### src/rtl/sync_pkg.sv
// Shared constants and the filter-threshold helper for the sync_filter block.
package sync_pkg;

  localparam int SYNC_MIN_STAGES = 2;
  localparam int FILT_CYC_DEF    = 4;
  localparam int FILT_W_DEF      = 4;

  // True when the pending change has been seen for the full threshold,
  // counting the current edge. Uses >= so that lowering the threshold
  // mid-count accepts the change on the very next edge.
  function automatic logic filt_done(input int unsigned cnt,
                                     input logic        filt_en,
                                     input int unsigned filt_cyc);
    int unsigned thr;
    thr = filt_en ? filt_cyc : 32'd1;
    return (cnt + 32'd1) >= thr;
  endfunction

endpackage

### src/rtl/sync_filter_ch.sv
// One channel of sync_filter: synchroniser chain, stability counter,
// registered level and optional rise/fall pulse registers.
// Optional feature macro: SYNC_FILTER_EDGE_EN (edge pulse registers).
module sync_filter_ch
  import sync_pkg::*;
#(
  parameter int   STAGES   = SYNC_MIN_STAGES,
  parameter int   FILT_W   = FILT_W_DEF,
  parameter int   FILT_CYC = FILT_CYC_DEF,
  parameter logic RST_BIT  = 1'b0
) (
  input  logic i_clk,
  input  logic i_rst_n,
  input  logic i_d,
  input  logic i_filt_en,
  output logic o_q,
  output logic o_rise,
  output logic o_fall,
  output logic o_busy
);

  logic [STAGES-1:0] r_sync;
  logic [FILT_W-1:0] r_cnt;
  logic              r_q;
  logic              r_busy;
  logic              w_sync;
  logic              w_diff;
  logic              w_take;
  logic [FILT_W-1:0] w_cnt_nxt;

  assign w_sync = r_sync[STAGES-1];
  assign w_diff = w_sync ^ r_q;
  assign w_take = w_diff && filt_done(32'(r_cnt), i_filt_en, FILT_CYC);

  // Next counter value: count while a difference persists, clear otherwise.
  always_comb begin
    w_cnt_nxt = '0;
    if (w_diff && !w_take) begin
      w_cnt_nxt = r_cnt + FILT_W'(1);
    end
  end

  // Plain flop chain, no logic between stages.
  always_ff @(posedge i_clk or negedge i_rst_n) begin
    if (!i_rst_n) begin
      r_sync <= {STAGES{RST_BIT}};
    end else begin
      r_sync <= {r_sync[STAGES-2:0], i_d};
    end
  end

  // Stability counter, accepted level and busy flag.
  always_ff @(posedge i_clk or negedge i_rst_n) begin
    if (!i_rst_n) begin
      r_cnt  <= '0;
      r_q    <= RST_BIT;
      r_busy <= 1'b0;
    end else begin
      r_cnt  <= w_cnt_nxt;
      r_busy <= |w_cnt_nxt;
      if (w_take) begin
        r_q <= w_sync;
      end
    end
  end

  assign o_q    = r_q;
  assign o_busy = r_busy;

`ifdef SYNC_FILTER_EDGE_EN
  logic r_rise;
  logic r_fall;

  // Pulses line up with the cycle in which o_q first shows its new value.
  always_ff @(posedge i_clk or negedge i_rst_n) begin
    if (!i_rst_n) begin
      r_rise <= 1'b0;
      r_fall <= 1'b0;
    end else begin
      r_rise <= w_take &  w_sync;
      r_fall <= w_take & ~w_sync;
    end
  end

  assign o_rise = r_rise;
  assign o_fall = r_fall;
`else
  assign o_rise = 1'b0;
  assign o_fall = 1'b0;
`endif

endmodule

### src/rtl/sync_filter.sv
// sync_filter: CH independent single-bit input conditioners.
// Each bit is synchronised and debounced on its own; do not use for buses
// that need coherent multi-bit capture.
// Optional feature macro: SYNC_FILTER_EDGE_EN (O_RISE/O_FALL pulses;
// tied to 0 when undefined, ports kept).
module sync_filter
  import sync_pkg::*;
#(
  parameter int            CH       = 4,
  parameter int            STAGES   = SYNC_MIN_STAGES,
  parameter int            FILT_W   = FILT_W_DEF,
  parameter int            FILT_CYC = FILT_CYC_DEF,
  parameter logic [CH-1:0] RST_VAL  = '0
) (
  input  logic          I_CLK,
  input  logic          I_RST_N,
  input  logic [CH-1:0] I_D,
  input  logic          I_FILT_EN,
  output logic [CH-1:0] O_Q,
  output logic [CH-1:0] O_RISE,
  output logic [CH-1:0] O_FALL,
  output logic [CH-1:0] O_BUSY
);

  // Reject configurations the counter or chain cannot support.
  if (CH < 1) begin : g_bad_ch
    $error("sync_filter: CH must be >= 1");
  end
  if (STAGES < SYNC_MIN_STAGES) begin : g_bad_stages
    $error("sync_filter: STAGES must be >= %0d", SYNC_MIN_STAGES);
  end
  if (FILT_CYC < 1 || FILT_CYC > (2 ** FILT_W) - 1) begin : g_bad_filt
    $error("sync_filter: FILT_CYC must be in 1..2^FILT_W-1");
  end

  // One independent conditioner per channel, sharing the filter enable.
  for (genvar i = 0; i < CH; i++) begin : g_ch
    sync_filter_ch #(
      .STAGES   (STAGES),
      .FILT_W   (FILT_W),
      .FILT_CYC (FILT_CYC),
      .RST_BIT  (RST_VAL[i])
    ) u_ch (
      .i_clk     (I_CLK),
      .i_rst_n   (I_RST_N),
      .i_d       (I_D[i]),
      .i_filt_en (I_FILT_EN),
      .o_q       (O_Q[i]),
      .o_rise    (O_RISE[i]),
      .o_fall    (O_FALL[i]),
      .o_busy    (O_BUSY[i])
    );
  end

endmodule

### config.mk
export PLATFORM = sky130hd
export DESIGN_NAME = sync_filter
export DESIGN_NICKNAME = d
export VERILOG_FILES = /design/src/rtl/sync_pkg.sv /design/src/rtl/sync_filter_ch.sv /design/src/rtl/sync_filter.sv
export SDC_FILE = /design/constraint.sdc
export NUM_CORES = 1
export LEC_CHECK = 0
export ABC_AREA = 1
export BUFFER_PORTS_ARGS = -buffer_cell sky130_fd_sc_hd__clkbuf_2
export CAP_MARGIN = 0
export CORE_ASPECT_RATIO = 1.75
export CORE_UTILIZATION = 56
export DETAILED_ROUTE_END_ITERATION = 8
export PLACE_DENSITY_LB_ADDON = 0.15
export SLEW_MARGIN = 20
export SYNTH_ARGS = -nofsm -noshare
export SYNTH_HDL_FRONTEND = slang
export SYNTH_SLANG_ARGS = --single-unit
### constraint.sdc
create_clock -name I_CLK -period 1.73 [get_ports I_CLK]
set_input_delay 0.2595 -clock I_CLK [delete_from_list [all_inputs] [get_ports I_CLK]]
set_output_delay 0.2595 -clock I_CLK [all_outputs]
set_load 0.03 [all_outputs]
## Word level (Yosys, flattened, before mapping)

Cells that the tools add are included.

- Register bits: 32
- Word-level logic and storage cells: 53

- Bitwise operators: 4
- Muxes and demuxes: 5
- Magnitude comparators: 4
- Add/sub/neg operators: 8
- Reduce and logical (&&, ||, !) cells: 16

Operators by type and width:

| cell | count |
|---|---|
| $ge A32 B32 Y1 | 3 |
| $ge A32 B3 Y1 | 1 |
| $add A4 B1 Y5 const B | 4 |
| $add A4 B1 Y4 const B | 4 |
| $mux W4 | 4 |
| $reduce_or A4 Y1 | 4 |
| $logic_and A1 B1 Y1 | 8 |
| $logic_not A1 Y1 | 4 |
| $xor A1 B1 Y1 | 4 |
| $mux W3 | 1 |

## Longest topological paths before layout

- Depth after elaboration: 7
- Mapped depth: 12
- Depth with buffers taken out: 12

## Cells and area by module

From an unflattened synthesis, not the netlist that was laid out.

- Cells, all modules: 180
- Area total of the unflattened synthesis: 1621.6 um^2

By module, submodules not included:

| module | area an instance (um^2) | times used | cells each | sequential area each (um^2) |
|---|---|---|---|---|
| sync_filter_ch | 405.4 | 4 | 45 | 200.2 |

## Worst setup path after synthesis

No wires, ideal clock.

- Path kind: register to register
- From: register g_ch[2].u_ch.r_cnt[0]
- To: register g_ch[2].u_ch.r_busy
- Data required time: 1.664 ns
- Path slack: 0.193 ns
- Cell stages (with the launch flop): 11
- Arrival: 1.471 ns
- Buffers on the path: 0
- Period minus slack after synthesis: 1.537 ns
- Path through: dfrtp_1 -> ha_1 -> nand2_1 -> inv_1 -> nor2_1 -> ha_1 -> nand2_1 -> nand2_1 -> nor2_4 -> nand3_1 -> nand2_1

- Word-level cells in the longest chain between the ends: 7
- Elaborated cells between the ends (all ways): 8

RTL lines:

| what | RTL line | text |
|---|---|---|
| start, declared | sync_filter_ch.sv:23 | `logic [FILT_W-1:0] r_cnt;` |
| start signal, assigned | sync_filter_ch.sv:59 | `r_cnt <= w_cnt_nxt;` |
| $add A4 B1 Y5 | sync_pkg.sv:16 | `return (cnt + 32'd1) >= thr;` |
| $ge A32 B32 Y1 | sync_pkg.sv:16 |  |
| $logic_and A1 B1 Y1 | sync_filter_ch.sv:33 | `assign w_take = w_diff && filt_done(32'(r_cnt), i_filt_en, FILT_CYC);` |
| $logic_not A1 Y1 | sync_filter_ch.sv:38 | `if (w_diff && !w_take) begin` |
| $logic_and A1 B1 Y1 | sync_filter_ch.sv:38 |  |
| $mux W4 * | sync_filter_ch.sv:38 |  |
| $reduce_or A4 Y1 * | sync_filter_ch.sv:60 | `r_busy <= \|w_cnt_nxt;` |
| end signal, assigned | sync_filter_ch.sv:60 |  |
| end, declared | sync_filter_ch.sv:25 | `logic r_busy;` |

Every way passes the cells marked *; elsewhere a longest branch is shown, timed or not.
A chain may end at the register's enable or synchronous reset.

## Final worst setup path

- From: register g_ch[0].u_ch.r_cnt[1]
- To: register g_ch[0].u_ch.r_busy

- Word-level cells in the longest chain between the ends: 7
- Elaborated cells between the ends (all ways): 8

RTL lines:

| what | RTL line |
|---|---|
| start, declared | sync_filter_ch.sv:23 |
| start signal, assigned | sync_filter_ch.sv:59 |
| $add A4 B1 Y5 | sync_pkg.sv:16 |
| $ge A32 B32 Y1 | sync_pkg.sv:16 |
| $logic_and A1 B1 Y1 | sync_filter_ch.sv:33 |
| $logic_not A1 Y1 | sync_filter_ch.sv:38 |
| $logic_and A1 B1 Y1 | sync_filter_ch.sv:38 |
| $mux W4 * | sync_filter_ch.sv:38 |
| $reduce_or A4 Y1 * | sync_filter_ch.sv:60 |
| end signal, assigned | sync_filter_ch.sv:60 |
| end, declared | sync_filter_ch.sv:25 |

Marked as above.

==> reports/results.txt <==
GP Congestion: 0.847
r2r endpoint: g_ch[0].u_ch.o_busy$_DFF_PN0_
met1 wire length: 997 um
CP endpoint kind: flop
GRT Total Usage: 0.189
Switching Fraction: 0.273
FP Rows: 25
Die Wd: 43.1 um
WS Path Type: reg2reg
crit path time final: 1700 ps
IO Pins: 23
cell area after synthesis: 1650 um2
layout cells sized above 1: 0.261
# setup viols final: 0
WL/cell: 12.2 um
skew final: 2.76 ps
Root Buffer: clkbuf_8
met3 wire length: 97 um
max-cap check violation count: 0
CP top delay family: simple AND/OR/NAND/NOR gates
Hold Crit Depth: 1
Initial Utilization: 0.600
CTS buffer count: 5
vias in the first global route: 1,105
Synth top area share: 0.484
status: complete, no violations
CP max-delay cell: dfrtp_1
Top Layer Used: met4
Worst Path Buf+Inv: 1
post-place setup slack: 57.5 ps
Core Footprint: 2750 um2
setup slack after layout: 30.6 ps
Vias/cell: 5.12
crit path DAT: 1920 ps
Final #Nets: 230
DP HPWL: 1.93 mm
clk slew on worst S/H paths: 60 ps
crit-path most repeated cell: nand2_1
area leader, netlist: dfrtp_1
Die Y: 73.9 um
# diodes: 0
crit path to: g_ch[0].u_ch.o_busy$_DFF_PN0_
Final ANT Viol Nets: 0
worst-path maximum fanout: 4
Num Clock Sinks: 32
DR pass1 iterations: 5
drc violations: 0
Synth cell types: 14
crit-path cells: ha_4 > nand2_1 > inv_1 > nor2_2 > ha_1 > nand2_1 > nand2_2 > nor2_4 > o211ai_1 > nand2_1
Crit. path cell count: 10
Synth Area per Inst: 8.89 um2
DR iter-0 viols: 17
Synth Register Bits: 32
FMAX: 588 MHz
Routed WL: 2.91 mm
die area: 3180 um2
Skew-Pair Late Insertion Delay: 280 ps
vias: 1,218
GRT Residual Overflow: 0
largest net degree at the start of global routing: 33
Mapped Cells: 186
worst hold path class: in2reg
Logic pwr share: 0.147
Max Slew Vio Count: 0
Final Cycle Share: 0.982
slowest cell delay on critical path: 420 ps
clk buf depth: 2
Flop pwr share: 0.522
Int Power: 0.00113 W
r2r setup slk: 30 ps
VDD IR max: 0.654 mV
initial antenna violation count: 0
global-route wire length before repair: 4.31 mm
met2 routed WL: 1.69 mm
register area share after synthesis: 0.484
leakage power: 1.06 nW
Pwr Total: 0.00155 W
CP required: 1950 ps
Buffers on Ports: 14
CTS tree: yes
Fin. Hold Viols: 0
Clock Power Share: 0.331
Reg2Reg Depth: 10
H-tree depth: 2
commonest non-fill, non-tap cells in the layout: nand2_1 (32), inv_1 (32), dfrtp_1 (31), clkbuf_2 (14), nand3_1 (13)
CP Launch Type: flop
Setup crit start: g_ch[0].u_ch.r_cnt[1]$_DFF_PN0_
yosys warns: 0
Power Dens Cells: 824 nW/um2
net switching power: 0.000425 W
Area growth syn-to-layout: 14.2%
synth top area cells: dfrtp_1 (48%), ha_1 (9.1%), nand2_1 (8.4%), buf_4 (7.3%), inv_1 (7.3%)
worst reg2reg path startpoint: g_ch[0].u_ch.r_cnt[1]$_DFF_PN0_
[worst min path at each step]
stage | startpoint | end
finish | I_D[1] | g_ch[1].u_ch.r_sync[0]$_DFF_PN0_
global route | I_D[2] | g_ch[2].u_ch.r_sync[0]$_DFF_PN0_
CTS | I_D[1] | g_ch[1].u_ch.r_sync[0]$_DFF_PN0_
detailed placement | I_RST_N | g_ch[0].u_ch.o_busy$_DFF_PN0_
global placement | I_RST_N | g_ch[0].u_ch.r_cnt[2]$_DFF_PN0_
floorplan | I_RST_N | g_ch[0].u_ch.o_busy$_DFF_PN0_
[metrics by stage]
| stage | util | cells | TNS, ps | cell area [um2] | hold WS (ps) |
|---|---|---|---|---|---|
| floorplan | - | 197 | 0 | 1690 | -36.1 |
| global placement | 0.620 | 226 | 0 | 1710 | 297 |
| detailed placement | 0.620 | 226 | 0 | 1710 | 297 |
| CTS | 0.652 | 234 | 0 | 1800 | 76.5 |
| global route | 0.685 | 238 | -108 | 1890 | 70.5 |
| finish | 0.685 | 238 | 0 | 1890 | 81.4 |
[cells in the mapped netlist]
cell / count
xor2_1: 4
ha_1: 12
buf_4: 16
nor2_4: 4
dfrtp_1: 32
nand4_1: 4
o211ai_1: 4
nand3_1: 15
nand2_2: 4
conb_1: 1
nand2_1: 37
o21ai_0: 4
inv_1: 32
nor2_1: 17
[flip-flops by register name (all words and copies together) (netlist names)]
register and count:
g_ch.u_ch.o_busy 4, g_ch.u_ch.r_sync 8, g_ch.u_ch.r_cnt 16, g_ch.u_ch.o_q 4
[final cells by class]
type	instances	area (um2)
clock buffers	6	72.6
clock inverters	1	5.00
fillers	218	866
inverters	32	120
multi-input cells	117	713
flip-flops and latches	32	802
well taps	27	33.8
repair buffers	23	140
[logic make-up (layout without fill, tap and decap cells)]
logic type | after synthesis | count (layout) | share of synthesized area
DFF | 32 | 32 | 0.484
xor gates and xnor gates | 4 | 4 | 0.0212
adders and majority gates | 12 | 12 | 0.0908
buffers and inverters | 48 | 62 | 0.145
other | 1 | 12 | 0.00227
and+or+nand+nor | 81 | 81 | 0.226
AOI/OAI and AO/OA | 8 | 8 | 0.0303
[what timing repair did]
item                                   4_1_cts  5_1_grt
gates resized for setup                      0       21
setup endpoints to repair                    0       19
hold buffers                                 1        0
endpoints found under the hold margin       22        0
setup buffers                                0        4
[power groups by stage]
stage | logic, W | registers, W | clock network [W]
floorplan | 0.000180 | 0.000822 | 0
global placement | 0.000205 | 0.000821 | 0
detailed placement | 0.000210 | 0.000824 | 0
CTS | 0.000213 | 0.000810 | 0.000531
global route | 0.000255 | 0.000815 | 0.000558
finish | 0.000229 | 0.000811 | 0.000515
[worst reg2reg max path, cell delays in order, from the launching register on]
cell and delay, ps:
dfrtp_1 420, ha_4 190, nand2_1 50, inv_1 50, nor2_2 140, ha_1 240, nand2_1 90, nand2_2 80
nor2_4 140, o211ai_1 140, nand2_1 90
[layer usage]
layer  GRT usage  up-vias
li1            -      594
met1       0.180      589
met2       0.327       23
met3      0.0614       12
met4       0.141        0
met5           0        -
Note: power is estimated with default switching activity, not from simulation.
